<file path="src/rtl/calc_seq_alu.sv">
// Sequential add/sub/mul/div unit feeding the binary-to-BCD stage.
// Add and sub take one compute cycle. Mul and div iterate one bit per clock, then spend one cycle writing the result.
module calc_seq_alu #(
    parameter int WIDTH = 8
) (
    input  logic                 i_Clk,
    input  logic                 i_Rst_L,
    input  logic                 i_Start,
    input  logic [1:0]           i_Op,
    input  logic [WIDTH-1:0]     i_A,
    input  logic [WIDTH-1:0]     i_B,
    output logic                 o_Busy,
    output logic [2*WIDTH-1:0]   o_Result,
    output logic                 o_Neg,
    output logic                 o_Err,
    output logic                 o_DV
);

    localparam int CNT_W = $clog2(WIDTH + 1);

    typedef enum logic [1:0] {S_IDLE, S_RUN, S_DONE} state_t;

    state_t               r_state;
    logic [1:0]           r_op;
    logic [WIDTH-1:0]     r_a;
    logic [WIDTH-1:0]     r_b;
    logic [WIDTH-1:0]     r_rem;
    logic [2*WIDTH-1:0]   r_prod;
    logic [2*WIDTH-1:0]   r_mcand;
    logic [CNT_W-1:0]     r_cnt;

    logic [2*WIDTH-1:0]   w_sum;
    logic [WIDTH-1:0]     w_diff;
    logic [WIDTH:0]       w_rem_sh;
    logic                 w_rem_ge;
    logic [WIDTH-1:0]     w_rem_sub;
    logic                 w_last;

    assign w_sum     = {{WIDTH{1'b0}}, r_a} + {{WIDTH{1'b0}}, r_b};
    assign w_diff    = (r_a >= r_b) ? (r_a - r_b) : (r_b - r_a);
    // Restoring step: remainder is always < divisor, so the difference fits WIDTH bits.
    assign w_rem_sh  = {r_rem, r_a[WIDTH-1]};
    assign w_rem_ge  = (w_rem_sh >= {1'b0, r_b});
    assign w_rem_sub = w_rem_sh[WIDTH-1:0] - r_b;
    assign w_last    = (r_cnt == CNT_W'(WIDTH));

    always_ff @(posedge i_Clk or negedge i_Rst_L) begin
        if (!i_Rst_L) begin
            r_state  <= S_IDLE;
            r_op     <= 2'b00;
            r_a      <= '0;
            r_b      <= '0;
            r_rem    <= '0;
            r_prod   <= '0;
            r_mcand  <= '0;
            r_cnt    <= '0;
            o_Busy   <= 1'b0;
            o_Result <= '0;
            o_Neg    <= 1'b0;
            o_Err    <= 1'b0;
            o_DV     <= 1'b0;
        end else begin
            case (r_state)
                S_IDLE: begin
                    o_DV <= 1'b0;
                    if (i_Start) begin
                        r_op    <= i_Op;
                        r_a     <= i_A;
                        r_b     <= i_B;
                        r_rem   <= '0;
                        r_prod  <= '0;
                        r_mcand <= {{WIDTH{1'b0}}, i_B};
                        r_cnt   <= '0;
                        o_Busy  <= 1'b1;
                        r_state <= S_RUN;
                    end
                end
                S_RUN: begin
                    case (r_op)
                        2'b00: begin
                            o_Result <= w_sum;
                            o_Neg    <= 1'b0;
                            o_Err    <= 1'b0;
                            o_DV     <= 1'b1;
                            r_state  <= S_DONE;
                        end
                        2'b01: begin
                            o_Result <= {{WIDTH{1'b0}}, w_diff};
                            o_Neg    <= (r_a < r_b);
                            o_Err    <= 1'b0;
                            o_DV     <= 1'b1;
                            r_state  <= S_DONE;
                        end
                        2'b10: begin
                            if (w_last) begin
                                o_Result <= r_prod;
                                o_Neg    <= 1'b0;
                                o_Err    <= 1'b0;
                                o_DV     <= 1'b1;
                                r_state  <= S_DONE;
                            end else begin
                                if (r_a[0]) r_prod <= r_prod + r_mcand;
                                r_mcand <= r_mcand << 1;
                                r_a     <= r_a >> 1;
                                r_cnt   <= r_cnt + 1'b1;
                            end
                        end
                        default: begin
                            if (r_b == '0) begin
                                o_Result <= '0;
                                o_Neg    <= 1'b0;
                                o_Err    <= 1'b1;
                                o_DV     <= 1'b1;
                                r_state  <= S_DONE;
                            end else if (w_last) begin
                                o_Result <= {r_rem, r_a};
                                o_Neg    <= 1'b0;
                                o_Err    <= 1'b0;
                                o_DV     <= 1'b1;
                                r_state  <= S_DONE;
                            end else begin
                                r_rem <= w_rem_ge ? w_rem_sub : w_rem_sh[WIDTH-1:0];
                                r_a   <= {r_a[WIDTH-2:0], w_rem_ge};
                                r_cnt <= r_cnt + 1'b1;
                            end
                        end
                    endcase
                end
                S_DONE: begin
                    o_DV    <= 1'b0;
                    o_Busy  <= 1'b0;
                    r_state <= S_IDLE;
                end
                default: begin
                    o_DV    <= 1'b0;
                    o_Busy  <= 1'b0;
                    r_state <= S_IDLE;
                end
            endcase
        end
    end

endmodule

</file>
<file path="config.mk">
export PLATFORM = sky130hd
export DESIGN_NAME = calc_seq_alu
export DESIGN_NICKNAME = d
export VERILOG_FILES = /design/src/rtl/calc_seq_alu.sv
export SDC_FILE = /design/constraint.sdc
export NUM_CORES = 1
export LEC_CHECK = 0
export CAP_MARGIN = 20
export CORE_ASPECT_RATIO = 1.1
export CORE_MARGIN = 1.5
export CORE_UTILIZATION = 55
export DETAILED_ROUTE_END_ITERATION = 12
export PLACE_DENSITY = 0.83
export SLEW_MARGIN = 10
export SYNTH_ARGS = -nofsm -noshare
export SYNTH_HDL_FRONTEND = slang
export SYNTH_SLANG_ARGS = --single-unit
</file>
<file path="constraint.sdc">
create_clock -name i_Clk -period 2.7 [get_ports i_Clk]
set_input_delay 0.54 -clock i_Clk [delete_from_list [all_inputs] [get_ports i_Clk]]
set_output_delay 0.54 -clock i_Clk [all_outputs]
set_load 0.03 [all_outputs]
</file>
Word level (Yosys, flattened, before mapping)
Index checks and enable logic that the tools add are counted.
Storage, ports and cells
  output and inout bits: 20
  flip-flop bits (word level): 84
  word-level logic and storage cells: 99
Cells by class
  bitwise operators: 1
  $lt $le $gt $ge: 3
  mux-type cells: 48
  add/sub/neg operators: 6
  equal/unequal tests: 13
  reductions and logical operators: 15
Operators by type and width (count)
  16-bit two-way mux: 10
  8-bit two-way mux: 10
  16-bit case mux with 2 select lines: 2
  16-bit case mux with 3 select lines: 1
  8-bit case mux with 2 select lines: 3
  8-bit subtractor: 3
  16-bit adder: 1
  2-bit inequality test, second input constant: 8
  4-bit case mux with 2 select lines: 2
  5-bit AND reduction: 3
  4-bit two-way mux: 3
  8-bit by 8-bit adder with 9-bit output: 1
  9-bit by 8-bit greater-or-equal comparator with 1-bit output: 1
  8-bit greater-or-equal comparator: 1
  8-bit logical NOT: 1
  8-bit < comparator: 1
  1-bit two-way mux: 8
  2-bit case mux with 2 select lines: 2
  4-bit AND reduction: 2
  2-bit two-way mux: 3
  1-bit case mux with 2 select lines: 3
  4-bit by 1-bit adder with 4-bit output, second input constant: 1
  2-bit by 1-bit equality test with 1-bit output, second input constant: 2
  4-bit equality test, second input constant: 1
  other kinds (11): 13

Logic depth before layout (Yosys ltp)
Gate-level depths: netlist (run 1).
  depth after elaboration: 6
  mapped depth: 12
  mapped depth without buffers: 11

Worst setup path after synthesis (run 1)
OpenSTA, ideal clock, no wires.
  kind: register -> register
  start: register r_a[7]
  end: register o_Result[1]
  arrival time: 2.207 ns
  stages on the path, launching flop included: 9
  period minus slack after synthesis: 2.341 ns
  required time: 2.567 ns
  setup slack: 0.359 ns
  path through: dfrtp_1 -> ha_1 -> buf_2 -> a211oi_1 -> nand4b_1 -> a21oi_2 -> mux2_2 -> a221oi_1 -> o21ai_0
Between the ends
  word-level cells in the longest chain between the ends: 3
RTL lines
  from (decl): line 25  | logic [WIDTH-1:0] r_a;
  from (signal assigned): line 68  | r_a <= i_A;
  from (signal assigned): line 104  | r_a <= r_a >> 1;
  from (signal assigned): line 123  | r_a <= {r_a[WIDTH-2:0], w_rem_ge};
  8-bit greater-or-equal comparator: line 40  | assign w_diff = (r_a >= r_b) ? (r_a - r_b) : (r_b - r_a);
  8-bit two-way mux: line 40
  16-bit case mux with 3 select lines: line 79  | case (r_op)
  to (signal assigned): line 81  | o_Result <= w_sum;
  to (signal assigned): line 88  | o_Result <= {{WIDTH{1'b0}}, w_diff};
  to (signal assigned): line 96  | o_Result <= r_prod;
  to (decl): line 13  | output logic [2*WIDTH-1:0] o_Result,
Every way passes these cells.
A chain may end at the register's enable or synchronous reset.

Final worst setup path (run 1)
  start: register r_b[7]
  end: register o_Result[2]
Between the ends
  word-level cells in the longest chain between the ends: 3
  elaborated cells between the ends (all ways): 7
  classes of those cells: order compare: 1; mux: 3; reduce/logical: 3
RTL lines
  from (decl): line 26  | logic [WIDTH-1:0] r_b;
  from (signal assigned): line 69  | r_b <= i_B;
  8-bit greater-or-equal comparator / 8-bit logical NOT (equally long branches): line 40, 109
  8-bit two-way mux, or another cell as far along: line 40
  16-bit case mux with 3 select lines / 3-bit AND reduction (equally long branches)
Several ways; a longest one is shown, not always the timed one.

==> metrics.md, run 1 <==
| Metric | Value |
|---|---|
| Status | finished, violations left |
| Failing checks | negative setup slack |
| Largest area contributor in the netlist | dfrtp_1 |
| Largest net degree at the start of global routing | 48 |
| Post-synthesis sequential area ratio | 35.7% |
| Clk buf depth | 2 |
| Tot GR Track Use | 31.1% |
| Wl on met1 | 7120 um |
| Top_reg_cell synth | dfrtp_1 |
| Worst Hold Class | in2async |
| Drt first pass iters | 5 |
| Leak | 3.13 nW |
| Port bufs | 40 |
| Syn nets | 758 |
| Worst Path Required | 2.92 ns |
| DR vias | 5,341 |
| Ports | 41 |
| Highest routed layer | met4 |
| CORE AREA | 10,400 um^2 |
| Slew @ Worst Pin | 0.741 ns |
| Final hold violation count | 0 |
| Yosys top cell area share | 35.7% |
| Number of routed nets with antenna violations | 0 |
| Async set-reset flop share out of synthesis | 100% |
| Layout cells sized above 1 | 9.46% |
| Worst slack, placed | 0.132 ns |
| P per Cell Area | 1370 nW/um^2 |
| Max Clock Freq | 368 MHz |
| Routed wire length on met2 | 8000 um |
| # resized after CTS | 0 |
| Worst slew margin | 50.4% |
| Synth area leaders | dfrtp_1 (36%), ha_1 (10%), nand2_1 (5.9%) |
| Inserted Clock Buffers | 9 |
| DRC violations left | 0 |
| Antenna cells | 0 |
| Vias in the first global route | 5,354 |
| Synth-to-layout area growth | 17.2% |
| Iteration-0 DRC count of the detailed router | 414 |
| Synth unique cells | 66 |
| Gpl congestion | 0.905 |
| Clock Latency Late Sink | 0.34 ns |
| WP data arrival | 2.93 ns |
| Cell area after synthesis | 5890 um^2 |
| HPWL Detailed | 12,500 um |
| Die Y | 112 um |
| # rows | 39 |
| Pwr Total | 9.44 mW |
| Mapped Cells | 684 |
| Post-CTS Setup Bufs | 0 |
| Worst Skew | 0.00657 ns |
| Crit path launch type | flop |
| Root Driver | clkbuf_16 |
| Die width | 102 um |
| NumNets Final | 809 |
| Wire length per cell | 19.0 um |
| Vias per cell | 6.05 |
| CTS Hold Bufs | 0 |
| Initial core utilization | 56.7% |
| Number of synthesized register bits | 84 |
| Maxcap violations | 0 |
| Clk slew on worst S/H paths | 0.06 ns |
| CTS tree | built |
| Top post-synthesis cells by count | nand2_1 (93), dfrtp_1 (84), o21ai_0 (67), nor2_1 (61), a21oi_1 (49) |
| Final worst-path cycle share | 101% |
| Peak supply drop | 0.577 mV |
| Clock Sinks | 84 |
| Die area | 11,300 um^2 |
| Post-Route WL | 16,800 um |
| Routed met3 length | 1030 um |
| Critical Setup Path Class | reg2reg |
| Max-slew violation count | 0 |
| Minimum clock period | 2.71 ns |
| Worst setup EP type | flop |
| Antenna violations before repair | 0 |
| Worst-path maximum fanout | 5 |
| Top-count cell post-synth | nand2_1 |
| Post-synth EDFFs | 0 |
| YS warnings | 0 |
| Total gr overflow | 0 |
| Mean cell area of the mapped netlist | 8.62 um^2 |
| CTS HTree Levels | 3 |
| Count of final setup violators | 1 |
| First-pass GRT wire length | 27,200 um |
| Final Worst Setup Slack | -0.0142 ns |
==> area by class of cell <==
type	instances	area (um^2)
multi-input combinational	523	3490
fill	886	3490
timing repair buffer	78	699
tap	143	179
inverter	39	146
clock inverter	4	31.3
clock buffer	12	256
sequential	84	2100
==> worst max-delay path, stage by stage (launching register included) <==
cell	delay, ns
dfrtp_1	0.41
inv_1	0.15
ha_1	0.33
a211oi_1	0.43
nand4b_1	0.26
a21oi_4	0.27
mux2i_1	0.25
xnor2_1	0.11
a221oi_2	0.29
o21ai_0	0.11
==> through the flow <==
stage / setup TNS (ns) / cell area [um^2] / cells / hold slack [ns] / util, %
after floorplan: 0 / 5890 / 684 / 0.244 / -
after global placement: 0 / 6590 / 867 / 0.467 / 63.4
after detailed placement: 0 / 6590 / 867 / 0.473 / 63.4
after CTS: 0 / 6870 / 883 / 0.205 / 66.1
after global routing: -0.554 / 6910 / 883 / 0.221 / 66.5
final: -0.0142 / 6910 / 883 / 0.187 / 66.5
==> report_power, final <==
group          switching, mW  internal [mW]  total (mW)  leakage [nW]
registers              0.436           1.66        2.10          1.10
clock network          0.516          0.679        1.20         0.143
logic                   3.65           2.50        6.15          1.89
==> per-layer routing <==
metal  vias to the layer above  track usage (%)
li1                       2520                -
met1                      2561             40.8
met2                       211             50.5
met3                        49             5.40
met4                         0             12.7
met5                         -                0
==> layout by cell type, fill, tap and decap left out, types with 8 or more instances in the layout <==
| cell | n |
|---|---|
| xor2_1 | 10 |
| a211oi_1 | 8 |
| dfrtp_1 | 84 |
| clkbuf_16 | 9 |
| mux2i_1 | 16 |
| o31ai_1 | 9 |
| nor2_1 | 61 |
| o21ai_0 | 65 |
| buf_4 | 37 |
| a22o_1 | 13 |
| a22oi_1 | 9 |
| a21o_1 | 11 |
| inv_1 | 38 |
| nor2b_1 | 8 |
| ha_1 | 48 |
| nand3_1 | 8 |
| xnor2_1 | 16 |
| nor3_1 | 9 |
| nand2_1 | 93 |
| clkdlybuf4s50_1 | 39 |
| a21oi_1 | 49 |
==> path summary, 6_finish.rpt <==
path                          from           to  slack, ns  depth (start not counted)
hold / removal             i_Rst_L       r_a[5]       0.19                          1
min in group i_Clk            o_DV         o_DV       0.49                          2
setup / recovery            r_b[7]  o_Result[2]      -0.01                          9
setup reg to reg            r_b[7]  o_Result[2]      -0.01                          9
max in group asynchronous  i_Rst_L    r_prod[8]       1.88                          2
hold reg to reg               o_DV         o_DV       0.49                          2
==> flip-flops by register name, indices dropped and copies added (netlist names) <==
name / cells
r_rem: 8
r_op: 2
r_state: 2
o_Busy: 1
r_b: 8
o_Err: 1
r_mcand: 16
o_Result: 16
o_Neg: 1
r_prod: 16
o_DV: 1
r_cnt: 4
r_a: 8
==> kinds of logic after synthesis <==
| family | synth area share, % |
|---|---|
| flip-flops | 35.7 |
| multiplexers | 3.10 |
| AND/OR/NAND/NOR | 15.7 |
| AO/OA/AOI/OAI | 24.2 |
| XOR/XNOR | 3.86 |
| buffers and inverters | 5.60 |
| adder cells (fa/ha/maj) | 11.9 |
Power figures use the tool's default switching activity.
==> run 2, diff against run 1 <==
--- a/config.mk
+++ b/config.mk
@@ -11,6 +11,7 @@
 export CORE_UTILIZATION = 55
 export DETAILED_ROUTE_END_ITERATION = 12
 export PLACE_DENSITY = 0.83
+export SKIP_LAST_GASP = 1
 export SLEW_MARGIN = 10
 export SYNTH_ARGS = -nofsm -noshare
 export SYNTH_HDL_FRONTEND = slang
==> run 2 against run 1 <==
The flow now finishes without violations; via count up 0.30%; critical endpoint is now o_Result[1]; design area hardly changed; fmax increased by 1.5%; sequential share of layout area about the same; clock skew rose by 0.00073 ns; register-to-register slack better by 0.04 ns; first-iteration DRC count rose by 7.5%; final cell count is the same; sequential power hardly changed; flip-flop and latch count stayed put; utilization shrank 0.060 points; critical path type unchanged.
==> metrics.md, run 2 (synthesis results as in run 1) <==
| Metric | Value |
|---|---|
| Worst Path Required | 2.92 ns (about the same) |
| Multi-input gate area | 3490 um^2 (about the same) |
| Worst slew margin | 50.4% (about the same) |
| Leak | 3.13 nW (about the same) |
| Vias per cell | 6.07 (was 6.05) |
| Most frequent cells in the layout | nand2_1 (93), dfrtp_1 (84), o21ai_0 (65) (unchanged) |
| Final worst-path cycle share | 99.1% (was 101%) |
| Final hold violation count | 0 (unchanged) |
| NumNets Final | 809 (unchanged) |
| CTS tree | built (unchanged) |
| Worst Skew | 0.00730 ns (was 0.00657 ns) |
| Pwr Total | 9.41 mW (was 9.44 mW) |
| DRC violations left | 0 (unchanged) |
| Reg power frac | 22.3% (was 22.2%) |
| Peak supply drop | 0.572 mV (was 0.577 mV) |
| Root Driver | clkbuf_16 (unchanged) |
| CORE AREA | 10,400 um^2 (unchanged) |
| P per Cell Area | 1360 nW/um^2 (was 1370 nW/um^2) |
| Clock power frac | 12.7% (about the same) |
| Antenna violations before repair | 0 (unchanged) |
| Worst Hold Class | in2async (unchanged) |
| Synth-to-layout area growth | 17.1% (was 17.2%) |
| Fill count | 884 (was 886) |
| Reg-to-reg startpoint | r_b[7] (unchanged) |
| Clock Latency Late Sink | 0.34 ns (about the same) |
| Total gr overflow | 0 (unchanged) |
| DR vias | 5,357 (was 5,341) |
| Post-route insts no fill | 883 (unchanged) |
| Crit path launch type | flop (unchanged) |
| Slew @ Worst Pin | 0.741 ns (about the same) |
| Sw frac | 48.6% (was 48.8%) |
| Drt first pass iters | 5 (unchanged) |
| Largest net degree at the start of global routing | 48 (unchanged) |
| Register area | 2100 um^2 (unchanged) |
| # rows | 39 (unchanged) |
| Count of final setup violators | 0 (was 1) |
| First-pass GRT wire length | 27,200 um (unchanged) |
| Port bufs | 40 (unchanged) |
| WP data arrival | 2.89 ns (was 2.93 ns) |
| Gpl congestion | 0.905 (unchanged) |
| Antenna cells | 0 (unchanged) |
| Die area | 11,300 um^2 (unchanged) |
| Status | finished clean (was finished, violations left) |
| Die Y | 112 um (unchanged) |
| Placed cells | 867 (unchanged) |
| Biggest regs | o_Result x16, r_mcand x16, r_prod x16 (unchanged) |
| NetSw | 4.58 mW (was 4.60 mW) |
| CTS HTree Levels | 3 (unchanged) |
| HPWL Detailed | 12,500 um (unchanged) |
| Critical-path top delay cell | a211oi_1 (unchanged) |
| Vias in the first global route | 5,354 (unchanged) |
| Iteration-0 DRC count of the detailed router | 445 (was 414) |
| Setup TNS | 0 ns (was -0.0142 ns) |
| Most common cell after layout, fill and taps aside | nand2_1 (unchanged) |
| CTS Hold Bufs | 0 (unchanged) |
| Layout cells sized above 1 | 9.32% (was 9.46%) |
| Part of the power in combinational logic | 65.1% (about the same) |
| Setup crit start | r_b[7] (unchanged) |
| Max-slew violation count | 0 (unchanged) |
| Clk buf depth | 2 (unchanged) |
| Critical Setup Path Class | reg2reg (unchanged) |
| Clk slew on worst S/H paths | 0.06 ns (about the same) |
| Post-Route WL | 16,700 um (was 16,800 um) |
| R2R Path End | o_Result[1] (was o_Result[2]) |
| Minimum clock period | 2.68 ns (was 2.71 ns) |
| RSZ-0062 raised after global routing | true |
| R2R depth | 8 (was 9) |
| Worst-path maximum fanout | 5 (unchanged) |
| Ports | 41 (unchanged) |
| Crit path capture | o_Result[1] (was o_Result[2]) |
| Inserted Clock Buffers | 9 (unchanged) |
| Max Clock Freq | 374 MHz (was 368 MHz) |
| Initial core utilization | 56.7% (unchanged) |
| Clock Sinks | 84 (unchanged) |
| R2R setup slack | 0.02 ns (was -0.01 ns) |
| Tot GR Track Use | 31.1% (unchanged) |
| # resized after CTS | 0 (unchanged) |
| Critical Path, Cell by Cell | inv_1 -> ha_1 -> a211oi_1 -> nand4b_1 -> a21oi_4 -> mux2_2 -> a221oi_1 -> o21ai_1 (was inv_1 -> ha_1 -> a211oi_1 -> nand4b_1 -> a21oi_4 -> mux2i_1 -> xnor2_1 -> a221oi_2 -> o21ai_0) |
| Power Internal | 4.83 mW (was 4.84 mW) |
| Post-CTS Setup Bufs | 0 (unchanged) |
| Wire length per cell | 18.9 um (was 19.0 um) |
| Worst setup EP type | flop (unchanged) |
| Number of routed nets with antenna violations | 0 (unchanged) |
| Die width | 102 um (unchanged) |
| Max incr delay on CP | 0.42 ns (was 0.43 ns) |
| Maxcap violations | 0 (unchanged) |
-- run 2: changes by cell type in the layout (fill, tap and decap cells not counted) --
cell / before / now
a221oi_2: 3 / 2
a221oi_1: 3 / 4
-- run 2: metrics by stage --
stage	worst slack, ns	cell area (um^2)	hold slack [ns]	utilization, %
floorplan	0.359	5890	0.244	-
finish	0.0247	6900	0.190	66.4
CTS	0.116	6870	0.205	66.1
global route	-0.128	6900	0.221	66.4
global placement	0.202	6590	0.467	63.4
detailed placement	0.132	6590	0.473	63.4
-- run 2: power by group through the flow --
stage / Clock, mW / Combinational, mW / Sequential (mW)
after floorplan: 0 / 4.05 / 2.16
after global placement: 0 / 5.82 / 2.09
after detailed placement: 0 / 5.92 / 2.10
after CTS: 1.21 / 5.95 / 2.09
after global routing: 1.26 / 6.71 / 2.14
final: 1.19 / 6.12 / 2.09
-- run 2: cell type report --
| type | instances | area share, % |
|---|---|---|
| tap | 143 | 2.59 |
| clock buffer | 12 | 3.72 |
| multi-input combinational | 523 | 50.5 |
| sequential | 84 | 30.5 |
| inverter | 39 | 2.12 |
| clock inverter | 4 | 0.453 |
| timing repair buffer | 78 | 10.1 |
-- run 2: critical path: cells and delay by family, from the launching register on --
kind,cells,cell delay (ns)
simple gates,1,0.26
mux,1,0.36
compound gates,4,1.06
buf+inv,1,0.15
flops,1,0.41
fa+ha+maj,1,0.32
-- run 2: how the worst min path moves through the flow --
stage	from	to	slack (ns)
6_report	i_Rst_L	r_a[5]	0.19
5_1_grt	i_Rst_L	r_a[5]	0.22
4_1_cts	i_Rst_L	r_a[5]	0.21
3_5_place_dp	o_DV	o_DV	0.47
3_3_place_gp	o_DV	o_DV	0.47
2_1_floorplan	i_Rst_L	o_Busy	0.24
-- run 2: routing by layer --
metal | global-route usage [%] | vias to the layer above | share of wire [%]
li1 | - | 2519 | -
met1 | 40.8 | 2573 | 43
met2 | 50.5 | 209 | 47
met3 | 5.40 | 56 | 6.1
met4 | 12.7 | 0 | 4.2
met5 | 0 | - | 0
==> run 3, diff against run 2 <==
--- a/config.mk
+++ b/config.mk
@@ -7,7 +7,6 @@
 export LEC_CHECK = 0
 export CAP_MARGIN = 20
 export CORE_ASPECT_RATIO = 1.1
-export CORE_MARGIN = 1.5
 export CORE_UTILIZATION = 55
 export DETAILED_ROUTE_END_ITERATION = 12
 export PLACE_DENSITY = 0.83
==> run 3 against run 2 <==
Clock-buffer cell count did not move; register-to-register slack improved by 0.06 ns; die area down 1.9%; critical path depth is 1 higher; wire length is 3.7% higher; final cell count unchanged; clock skew increased by 0.0058 ns; design area rose by 0.16%.
==> metrics.md, run 3 (synthesis results as in run 1) <==
| Metric | Value |
|---|---|
| Status | finished clean (unchanged) |
| CORE AREA | 10,400 um^2 (unchanged) |
| Number of routed nets with antenna violations | 0 (unchanged) |
| Die area | 11,100 um^2 (was 11,300 um^2) |
| RSZ-0062 raised after global routing | true (unchanged) |
| Worst Skew | 0.0131 ns (was 0.00730 ns) |
| Post-Route WL | 17,300 um (was 16,700 um) |
| Placed cells | 865 (was 867) |
| CTS tree | built (unchanged) |
| Worst setup EP type | flop (unchanged) |
| Clock Sinks | 84 (unchanged) |
| Gpl congestion | 0.959 (was 0.905) |
| Vias in the first global route | 5,472 (was 5,354) |
| Worst slack, placed | 0.102 ns (was 0.132 ns) |
| Count of final setup violators | 0 (unchanged) |
| Post-route insts no fill | 883 (unchanged) |
| Largest net degree at the start of global routing | 45 (was 48) |
| Clock Latency Late Sink | 0.35 ns (was 0.34 ns) |
| First-pass GRT wire length | 28,100 um (was 27,200 um) |
| P per Cell Area | 1380 nW/um^2 (was 1360 nW/um^2) |
| Port bufs | 40 (unchanged) |
| Worst-path maximum fanout | 3 (was 5) |
| Max-slew violation count | 0 (unchanged) |
| Layout cells sized above 1 | 9.19% (was 9.32%) |
| Antenna violations before repair | 0 (unchanged) |
| Clk buf depth | 2 (unchanged) |
| Crit path launch type | flop (unchanged) |
| Final Worst Setup Slack | 0.0844 ns (was 0.0247 ns) |
| Drt first pass iters | 6 (was 5) |
| Inserted Clock Buffers | 9 (unchanged) |
| Final instance area | 6910 um^2 (was 6900 um^2) |
| CTS HTree Levels | 3 (unchanged) |
| Iteration-0 DRC count of the detailed router | 502 (was 445) |
| Ports | 41 (unchanged) |
| Worst Path Required | 2.93 ns (was 2.92 ns) |
| NumNets Final | 809 (unchanged) |
| DRC violations left | 0 (unchanged) |
| Clk slew on worst S/H paths | 0.07 ns (was 0.06 ns) |
| # rows | 39 (unchanged) |
| Worst hold slack | 0.184 ns (was 0.190 ns) |
| R2R Path End | r_prod[14] (was o_Result[1]) |
| Most common cell after layout, fill and taps aside | nand2_1 (unchanged) |
| Leak | 3.13 nW (about the same) |
| Slew @ Worst Pin | 0.842 ns (was 0.741 ns) |
| Die width | 101 um (was 102 um) |
| Placed Area | 6570 um^2 (was 6590 um^2) |
| Final worst-path cycle share | 96.9% (was 99.1%) |
| Vias per cell | 6.24 (was 6.07) |
| Worst slew margin | 43.6% (was 50.4%) |
| Worst Hold Class | in2async (unchanged) |
| DR vias | 5,506 (was 5,357) |
| Initial core utilization | 56.7% (unchanged) |
| Biggest regs | o_Result x16, r_mcand x16, r_prod x16 (unchanged) |
| Antenna cells | 0 (unchanged) |
| Util after Layout | 66.5% (was 66.4%) |
| Maxcap violations | 0 (unchanged) |
| Fill count | 838 (was 884) |
| Minimum clock period | 2.62 ns (was 2.68 ns) |
| HPWL Detailed | 12,800 um (was 12,500 um) |
| Peak supply drop | 0.690 mV (was 0.572 mV) |
| Tot GR Track Use | 33.0% (was 31.1%) |
| R2R setup slack | 0.08 ns (was 0.02 ns) |
| R2R depth | 9 (was 8) |
| Final hold violation count | 0 (unchanged) |
| Synth-to-layout area growth | 17.3% (was 17.1%) |
| Most frequent cells in the layout | nand2_1 (93), dfrtp_1 (83), o21ai_0 (65) (was nand2_1 (93), dfrtp_1 (84), o21ai_0 (65)) |
| Total gr overflow | 0 (unchanged) |
| Reg-to-reg startpoint | r_prod[0] (was r_b[7]) |
| Root Driver | clkbuf_16 (unchanged) |
| Multi-input gate area | 3480 um^2 (was 3490 um^2) |
| Register area | 2100 um^2 (about the same) |
| Wire length per cell | 19.6 um (was 18.9 um) |
| Die Y | 111 um (was 112 um) |
| Max Clock Freq | 382 MHz (was 374 MHz) |
| WP data arrival | 2.85 ns (was 2.89 ns) |
| CTS Hold Bufs | 0 (unchanged) |
| Critical Setup Path Class | reg2reg (unchanged) |
run 3: how the worst max path moves through the flow:
stage                     cells after the start     endpoint  startpoint  slack (ns)
final                                         9   r_prod[14]   r_prod[0]        0.08
after floorplan                               8  o_Result[1]      r_a[7]        0.36
after global routing                         12  o_Result[3]      r_a[0]       -0.01
after CTS                                     8    r_prod[8]   r_prod[0]        0.09
after global placement                        9  o_Result[5]      r_a[1]        0.12
after detailed placement                     12  o_Result[3]      r_a[0]        0.10
run 3: metrics by stage:
stage	TNS, ns	power [mW]
finish	0	9.57
global route	-0.0226	10.2
CTS	0	9.35
detailed placement	0	8.02
global placement	0	7.90
floorplan	0	6.21
run 3: worst max-delay path: stages, from the launching register on:
cell and delay (ns):
dfrtp_1 0.41, ha_1 0.26, fa_1 0.45, a211oi_1 0.30, o21bai_1 0.18, a21oi_1 0.19, o31ai_1 0.14, a41oi_1 0.29
xnor2_1 0.09, a22o_1 0.19
run 3: per-layer routing:
metal | vias to the layer above | global-route usage (%) | share of wire, %
met5 | - | 0 | 0
met4 | 0 | 15.7 | 4.5
li1 | 2522 | - | -
met2 | 236 | 53.2 | 48
met3 | 58 | 4.56 | 5.6
met1 | 2690 | 43.4 | 42
run 3: power by group:
group / switching (mW) / internal (mW) / total [mW] / leakage, nW
registers: 0.432 / 1.66 / 2.10 / 1.10
clock network: 0.531 / 0.752 / 1.28 / 0.145
logic: 3.70 / 2.49 / 6.19 / 1.89
run 3: timing repair:
item                                    in CTS  in global routing
gates resized for setup                      0                  7
buffers inserted                             0                  1
endpoints found under the setup margin       0                  8
run 3: area by class of cell:
cell class / instances / share of cell area [%]
multi-input combinational: 523 / 50.4
sequential: 84 / 30.4
timing repair buffer: 78 / 10.1
clock buffer: 12 / 3.57
tap: 143 / 2.59
inverter: 39 / 2.12
clock inverter: 4 / 0.833
